### src/rtl/filter_bank.sv
// filter_bank: analysis filter bank for the vocoder channel path.
// Splits one audio sample into N_CH bandpass channel samples. A single shared
// multiplier evaluates N_CH Direct Form I biquads one after another, and all
// channel results are published together with a one-cycle valid pulse.

package filter_bank_pkg;
  localparam int N_FILTERS = 4;
endpackage

module filter_bank #(
  parameter int N_CH       = filter_bank_pkg::N_FILTERS,
  parameter int COEFF_FRAC = 30
) (
  input  logic          clk_in,
  input  logic          rst_in,
  filter_bank_if.slave  bus
);

  localparam int CW = (N_CH > 1) ? $clog2(N_CH) : 1;
  localparam logic signed [63:0] SAT_MAX = 64'sd2147483647;
  localparam logic signed [63:0] SAT_MIN = -64'sd2147483648;

  typedef enum logic [1:0] {IDLE, MAC, UPDATE, DONE} state_t;

  state_t             state_q;
  logic [2:0]         term_q;
  logic [CW-1:0]      ch_q;
  logic signed [63:0] acc_q;
  logic signed [31:0] x0_q, x1_q, x2_q;
  logic signed [31:0] y1_q [N_CH];
  logic signed [31:0] y2_q [N_CH];
  logic signed [31:0] res_q [N_CH];
  logic signed [31:0] chanOut_q [N_CH];
  logic               validOut_q;
  logic               busy_q;

  logic signed [31:0] mulA_d, mulB_d;
  logic signed [63:0] mulAExt_d, mulBExt_d;
  logic signed [63:0] prod_d;
  logic signed [63:0] shifted_d;
  logic signed [31:0] yNext_d;

  // Pick the coefficient/data pair for the current term of the current channel.
  always_comb begin
    mulA_d = '0;
    mulB_d = '0;
    case (term_q)
      3'd0: begin mulA_d = bus.b0[ch_q]; mulB_d = x0_q;       end
      3'd1: begin mulA_d = bus.b1[ch_q]; mulB_d = x1_q;       end
      3'd2: begin mulA_d = bus.b2[ch_q]; mulB_d = x2_q;       end
      3'd3: begin mulA_d = bus.a1[ch_q]; mulB_d = y1_q[ch_q]; end
      3'd4: begin mulA_d = bus.a2[ch_q]; mulB_d = y2_q[ch_q]; end
      default: begin mulA_d = '0; mulB_d = '0; end
    endcase
  end

  // Shared 32x32 signed multiplier; feedback terms are subtracted in the accumulator
  // rather than negated here so a1/a2 = -2^31 cannot overflow.
  assign mulAExt_d = {{32{mulA_d[31]}}, mulA_d};
  assign mulBExt_d = {{32{mulB_d[31]}}, mulB_d};
  assign prod_d    = mulAExt_d * mulBExt_d;

  // Floor-shift the accumulator back to Q0 and clamp to 32 bits.
  always_comb begin
    shifted_d = acc_q >>> COEFF_FRAC;
    if (shifted_d > SAT_MAX)      yNext_d = 32'sh7FFF_FFFF;
    else if (shifted_d < SAT_MIN) yNext_d = 32'sh8000_0000;
    else                          yNext_d = shifted_d[31:0];
  end

  // Sequencer: accept a sample, run five MAC terms per channel, write back, publish.
  always_ff @(posedge clk_in or posedge rst_in) begin
    if (rst_in) begin
      state_q    <= IDLE;
      term_q     <= '0;
      ch_q       <= '0;
      acc_q      <= '0;
      x0_q       <= '0;
      x1_q       <= '0;
      x2_q       <= '0;
      validOut_q <= 1'b0;
      busy_q     <= 1'b0;
      for (int k = 0; k < N_CH; k++) begin
        y1_q[k]      <= '0;
        y2_q[k]      <= '0;
        res_q[k]     <= '0;
        chanOut_q[k] <= '0;
      end
    end else begin
      case (state_q)
        IDLE: begin
          validOut_q <= 1'b0;
          if (bus.valid_in) begin
            x0_q    <= {{8{bus.sample_in[23]}}, bus.sample_in};
            ch_q    <= '0;
            term_q  <= '0;
            acc_q   <= '0;
            busy_q  <= 1'b1;
            state_q <= MAC;
          end
        end
        MAC: begin
          if (term_q >= 3'd3) acc_q <= acc_q - prod_d;
          else                acc_q <= acc_q + prod_d;
          if (term_q == 3'd4) state_q <= UPDATE;
          else                term_q  <= term_q + 3'd1;
        end
        UPDATE: begin
          res_q[ch_q] <= yNext_d;
          y2_q[ch_q]  <= y1_q[ch_q];
          y1_q[ch_q]  <= yNext_d;
          acc_q       <= '0;
          term_q      <= '0;
          if (ch_q == CW'(N_CH - 1)) begin
            state_q <= DONE;
          end else begin
            ch_q    <= ch_q + CW'(1);
            state_q <= MAC;
          end
        end
        DONE: begin
          chanOut_q  <= res_q;
          x2_q       <= x1_q;
          x1_q       <= x0_q;
          validOut_q <= 1'b1;
          busy_q     <= 1'b0;
          state_q    <= IDLE;
        end
        default: state_q <= IDLE;
      endcase
    end
  end

  assign bus.channels_out = chanOut_q;
  assign bus.valid_out    = validOut_q;
  assign bus.busy         = busy_q;

endmodule

### src/rtl/filter_bank_if.sv
// filter_bank_if: sample/coefficient inputs and channel outputs of the filter bank.
// The master side supplies samples and coefficients; the slave is the filter bank.

interface filter_bank_if #(parameter int N_CH = 4);
  logic               valid_in;
  logic signed [23:0] sample_in;
  logic signed [31:0] b0 [N_CH];
  logic signed [31:0] b1 [N_CH];
  logic signed [31:0] b2 [N_CH];
  logic signed [31:0] a1 [N_CH];
  logic signed [31:0] a2 [N_CH];
  logic signed [31:0] channels_out [N_CH];
  logic               valid_out;
  logic               busy;

  modport master (
    output valid_in, sample_in, b0, b1, b2, a1, a2,
    input  channels_out, valid_out, busy
  );

  modport slave (
    input  valid_in, sample_in, b0, b1, b2, a1, a2,
    output channels_out, valid_out, busy
  );
endinterface

### src/flat_wrapper.sv
// flat-port wrapper written by rule: the top's interface ports become plain ports
module filter_bank_flat 
#(
  parameter int N_CH       = filter_bank_pkg::N_FILTERS,
  parameter int COEFF_FRAC = 30
)
  (clk_in, rst_in, bus_valid_in, bus_sample_in, bus_b0, bus_b1, bus_b2, bus_a1, bus_a2, bus_channels_out, bus_valid_out, bus_busy);
  filter_bank_if #(.N_CH(N_CH)) bus_i ();
  input  logic clk_in;
  input  logic rst_in;
  input wire logic [$bits(bus_i.valid_in)-1:0] bus_valid_in;
  input wire logic [$bits(bus_i.sample_in)-1:0] bus_sample_in;
  input wire logic [$bits(bus_i.b0)-1:0] bus_b0;
  input wire logic [$bits(bus_i.b1)-1:0] bus_b1;
  input wire logic [$bits(bus_i.b2)-1:0] bus_b2;
  input wire logic [$bits(bus_i.a1)-1:0] bus_a1;
  input wire logic [$bits(bus_i.a2)-1:0] bus_a2;
  output wire logic [$bits(bus_i.channels_out)-1:0] bus_channels_out;
  output wire logic [$bits(bus_i.valid_out)-1:0] bus_valid_out;
  output wire logic [$bits(bus_i.busy)-1:0] bus_busy;
  assign bus_i.valid_in = bus_valid_in;
  assign bus_i.sample_in = bus_sample_in;
  assign bus_i.b0 = {>>{bus_b0}};
  assign bus_i.b1 = {>>{bus_b1}};
  assign bus_i.b2 = {>>{bus_b2}};
  assign bus_i.a1 = {>>{bus_a1}};
  assign bus_i.a2 = {>>{bus_a2}};
  assign bus_channels_out = {>>{bus_i.channels_out}};
  assign bus_valid_out = bus_i.valid_out;
  assign bus_busy = bus_i.busy;
  filter_bank #(.N_CH(N_CH), .COEFF_FRAC(COEFF_FRAC)) u_core (.clk_in(clk_in), .rst_in(rst_in), .bus(bus_i));
endmodule
### config.mk
export PLATFORM = sky130hd
export DESIGN_NAME = filter_bank_flat
export DESIGN_NICKNAME = d
export VERILOG_FILES = /design/src/rtl/filter_bank.sv /design/src/rtl/filter_bank_if.sv /design/src/flat_wrapper.sv
export SDC_FILE = /design/constraint.sdc
export NUM_CORES = 2
export LEC_CHECK = 0
export BUFFER_PORTS_ARGS = -buffer_cell sky130_fd_sc_hd__buf_4
export CAP_MARGIN = 5
export CORE_ASPECT_RATIO = 1.75
export CORE_MARGIN = 2
export CORE_UTILIZATION = 45
export CTS_CLUSTER_SIZE = 20
export DETAILED_ROUTE_END_ITERATION = 10
export GPL_ROUTABILITY_DRIVEN = 0
export GPL_TIMING_DRIVEN = 0
export HOLD_SLACK_MARGIN = 0.06
export PLACE_DENSITY_LB_ADDON = 0.3
export SYNTH_ARGS = -nofsm -noshare
export SYNTH_HDL_FRONTEND = slang
export SYNTH_SLANG_ARGS = --single-unit
export TNS_END_PERCENT = 5
### constraint.sdc
create_clock -name clk_in -period 29.1 [get_ports clk_in]
set_input_delay 7.275 -clock clk_in [delete_from_list [all_inputs] [get_ports clk_in]]
set_output_delay 7.275 -clock clk_in [all_outputs]
set_load 0.01 [all_outputs]
==> key figures, run 1 <==
Synth
  • Yosys reg bits: 529
  • Simple-Gate Fraction of Synth Area: 11.3%
  • Synth unique cells: 92
  • Seq/Total Area, Yosys: 19.7%
  • Synthesis Warnings: 0
  • Ranking of synthesized cells by area: fa_1 32%, dfrtp_1 20%, mux4_2 7.5%
  • Xor and xnor area share after synthesis: 2.23%
  • Combinational family with the most area after synthesis: adder cells
  • Ys flop type: dfrtp_1
  • Mux share of post-synthesis cell area: 13.1%
  • Post-synth EDFFs: 0
  • Post-Synth Adder-Cell Area: 37.0%
  • Synth async-reset ratio: 100%
  • Syn nets: 8,784
  • Area leader, netlist: fa_1
  • Post-synthesis cell count: 6,773
  • Cell area after synthesis: 67,400 um^2
  • Complex-gate fraction of the synthesized area: 8.56%
  • Post-Syn Area per Cell: 9.95 um^2
  • Synth top area share: 32.2%

CTS
  • Clock buffer depth: 3
  • Clk sink count: 529
  • CTS root buf: clkbuf_16
  • Htree depth: 2
  • CTS hold repair buffers: 0
  • Postcts setup bufs: 0
  • Post-CTS resize count: 0
  • CTS buffer count: 48

Die
  • Die extent in x: 296 um
  • Die H: 516 um
  • Row cnt: 187
  • Starting density of the core: 45.3%
  • Num ports: 797

Status
  • Last stage: global routing
  • Stop err: [ERROR GRT-0116] Global routing finished with congestion. Check the congestion regions in the DRC Viewer.
  • Status: aborted with a tool error

GRT
  • Gr usage total: 49.3%
  • Vias in the first global route: 67.9k
  • Pin count of the biggest net entering global routing: 133
  • First-pass GRT wire length: 518,000 um
  • Total gr overflow: 6

Place
  • Post-DP HPWL: 289,000 um
  • IO buf count: 796
[synth_stat cells, drive strengths merged, types with 93 or more instances]
cell,count
a21oi,173
clkbuf,322
dfrtp,529
fa,1084
ha,260
inv,1049
mux2,333
mux4,224
nand2,979
nor2,567
o21ai,306
xnor2,93
[metrics by stage]
step	area (um^2)	utilization [%]	std cells	setup WS, ps
after CTS	78200	52.6	9684	7750
after floorplan	67400	-	6773	7040
after global placement	75800	51.0	9553	1660
after detailed placement	76500	51.5	9596	7200
[logic make-up after synthesis]
group                    Yosys count
adder cells (fa/ha/maj)         1344
flip-flops                       529
buffers and inverters           1442
XOR/XNOR                         170
multiplexers                     562
AND/OR/NAND/NOR                 1841
AO/OA/AOI/OAI                    885
[routing by layer]
metal  GRT overflow  global-route usage (%)
met1              0                    47.4
met2              6                    69.9
met3              0                    31.1
met4              0                    47.3
met5              0                    9.69
==> inputs of run 2 (changes only) <==
Settings changed: CORE_ASPECT_RATIO 1.75 to not set, CORE_UTILIZATION 45 to 30, CTS_CLUSTER_SIZE 20 to not set, HOLD_SLACK_MARGIN 0.06 to not set, PLACE_DENSITY_LB_ADDON 0.3 to 0.15.
==> key figures, run 2 <==
Critical path
  • Reg2Reg Setup Slack: 10,450 ps
  • Reg2Reg Depth: 41
  • Worst Setup Start Kind: primary input
  • WP data arrival: 22,090 ps
  • Cell with the most instances on the worst path: fa_1
  • Critical Path Max Stage Delay: 760 ps
  • Crit Path Category: primary input to register
  • Crit path capture type: register
  • Worst EP required: 29,630 ps
  • CP max FO: 10
  • Highest-delay cell along the critical path: clkbuf_1

CTS
  • Postcts setup bufs: 0
  • CTS buffer count: 57
  • CTS tree: built
  • Htree depth: 2
  • Worst-Skew Late Latency: 700 ps
  • Post-CTS resize count: 0
  • CTS hold repair buffers: 0
  • Clock buffer depth: 3
  • Reg clk slew, reported paths: 60 ps
  • CTS root buf: clkbuf_16
  • Clk sink count: 529

Die
  • Die extent in x: 478 um
  • Die H: 478 um
  • Starting density of the core: 30.2%
  • DIE AREA: 228,000 um^2
  • Num ports: 797
  • Core area: 223,000 um^2
  • Row cnt: 173

Synth
  • Seq/Total Area, Yosys: 19.7%
  • Ys flop type: dfrtp_1
  • Synthesis Warnings: 0
  • Post-Syn Area per Cell: 9.95 um^2
  • Most instantiated cells after synthesis: 1,084 x fa_1, 1,049 x inv_1, 978 x nand2_1
  • Area leader, netlist: fa_1
  • Post-synth EDFFs: 0
  • Complex-gate fraction of the synthesized area: 8.56%
  • Post-Synth Adder-Cell Area: 37.0%
  • Simple-Gate Fraction of Synth Area: 11.3%
  • Yosys reg bits: 529
  • Synth async-reset ratio: 100%
  • Ranking of synthesized cells by area: fa_1 32%, dfrtp_1 20%, mux4_2 7.5%
  • Syn nets: 8,784
  • Synth top area share: 32.2%
  • Top-count cell post-synth: fa_1
  • Combinational family with the most area after synthesis: adder cells
  • Xor and xnor area share after synthesis: 2.23%
  • Mux share of post-synthesis cell area: 13.1%
  • Cell area after synthesis: 67,400 um^2
  • Post-synthesis cell count: 6,773
  • Synth unique cells: 92

STA
  • Post-Route Skew: 109 ps
  • Final setup TNS: 0 ps
  • RSZ-0062 raised after global routing: no
  • Min Tclk post-route: 21,560 ps
  • F_max: 46.4 MHz
  • Fin. max-slew vios: 16
  • Actual slew at the worst max-slew pin: 1520 ps
  • Fin crit share: 74.1%
  • Final hold violation count: 0
  • Relative slew slack: -1.31%
  • Final setup viols: 0

Routing
  • WL met3: 37,800 um
  • Via/cell ratio: 5.41
  • Starting DRT DRC Count: 6,146
  • 1st-pass router iterations: 6
  • Wire per inst: 31.8 um
  • Vias post-DR: 58.1k
  • Residual DRC: 0
  • Drt total wl: 342,000 um
  • Post-route ant nets: 0
  • Wl on met1: 138,000 um
  • WL met2: 148,000 um
  • Top layer in use: met5

GRT
  • Vias in the first global route: 59.5k
  • First-pass GRT wire length: 475,000 um
  • Pin count of the biggest net entering global routing: 131
  • Gr usage total: 29.6%
  • Total gr overflow: 0
  • Initial antenna violation count: 46

Finish
  • Area growth syn-to-layout: 18.8%
  • Most common cell after layout, fill and taps aside: fa_1
  • Most frequent cells in the layout: 1,084 x fa_1, 1,048 x inv_1, 978 x nand2_1
  • Layout cells sized above 1: 20.5%
  • Nets: 9,683
  • # fillers: 22.7k

Worst hold path
  • WHS Path Cells: 1
  • Worst min-delay path class: register to register

Job
  • MaxCap Viol Count: 2

Place
  • Post-DP HPWL: 291,000 um
  • IO buf count: 796

Status
  • Status: finished, violations left
  • Violated checks: max-capacitance violations, max-slew violations
[run 2: worst max-delay path, delay by kind of cell]
kind                       cells  cell delay [ps]
xor gates and xnor gates       4             1260
adders and majority gates     10             4830
muxes                          1              720
buffers and inverters          6             2100
AOI/OAI and AO/OA             12             3280
and+or+nand+nor               11             2580
[run 2: per-layer routing]
layer | vias to the layer above | global-route usage [%]
li1 | 23756 | -
met1 | 30585 | 39.0
met2 | 3125 | 44.6
met3 | 593 | 9.80
met4 | 32 | 11.8
met5 | - | 0
[run 2: cells by family (layout without fill, tap and decap cells)]
logic type | Yosys count | after routing
flip-flops | 529 | 529
XOR/XNOR | 170 | 170
multiplexers | 562 | 562
AND/OR/NAND/NOR | 1841 | 1841
buffers and inverters | 1442 | 2388
adder cells (fa/ha/maj) | 1344 | 1344
AO/OA/AOI/OAI | 885 | 885
other | 0 | 42
[run 2: worst paths after layout]
path                                               end        startpoint
setup / recovery                      u_core.acc_q[63]       bus_b2[115]
hold / removal             u_core.bus.channels_out[78]  u_core.res_q[78]
setup reg to reg                      u_core.acc_q[63]    u_core.ch_q[1]
hold reg to reg            u_core.bus.channels_out[78]  u_core.res_q[78]
max in group asynchronous              u_core.y2_q[75]            rst_in
min in group asynchronous  u_core.bus.channels_out[70]            rst_in
[run 2: final cells by class]
| class | instances | area, um^2 | area share, % |
|---|---|---|---|
| antenna | 42 | 105 | 0.131 |
| clock buffer | 75 | 1580 | 1.98 |
| clock inverter | 31 | 498 | 0.622 |
| multi-input combinational | 4802 | 48800 | 61.0 |
| inverter | 1050 | 3950 | 4.93 |
| timing repair buffer | 840 | 6620 | 8.28 |
| tap | 2975 | 3720 | 4.65 |
| sequential | 529 | 13200 | 16.5 |
| buffer | 392 | 1530 | 1.91 |
[run 2: stage by stage]
stage	util (%)	setup slack [ps]	cell area (um^2)	cells	hold WS, ps
3_5_place_dp	34.9	7020	77800	10585	469
5_1_grt	35.9	6860	80000	10705	498
6_report	35.9	7540	80000	10736	469
2_1_floorplan	-	7040	67400	6773	449
3_3_place_gp	34.6	658	77100	10544	461
4_1_cts	35.9	7690	79900	10691	452
Power of run 2 is not shown: default switching activity piles up to over one toggle a cycle in this logic, so the estimate is an artifact.
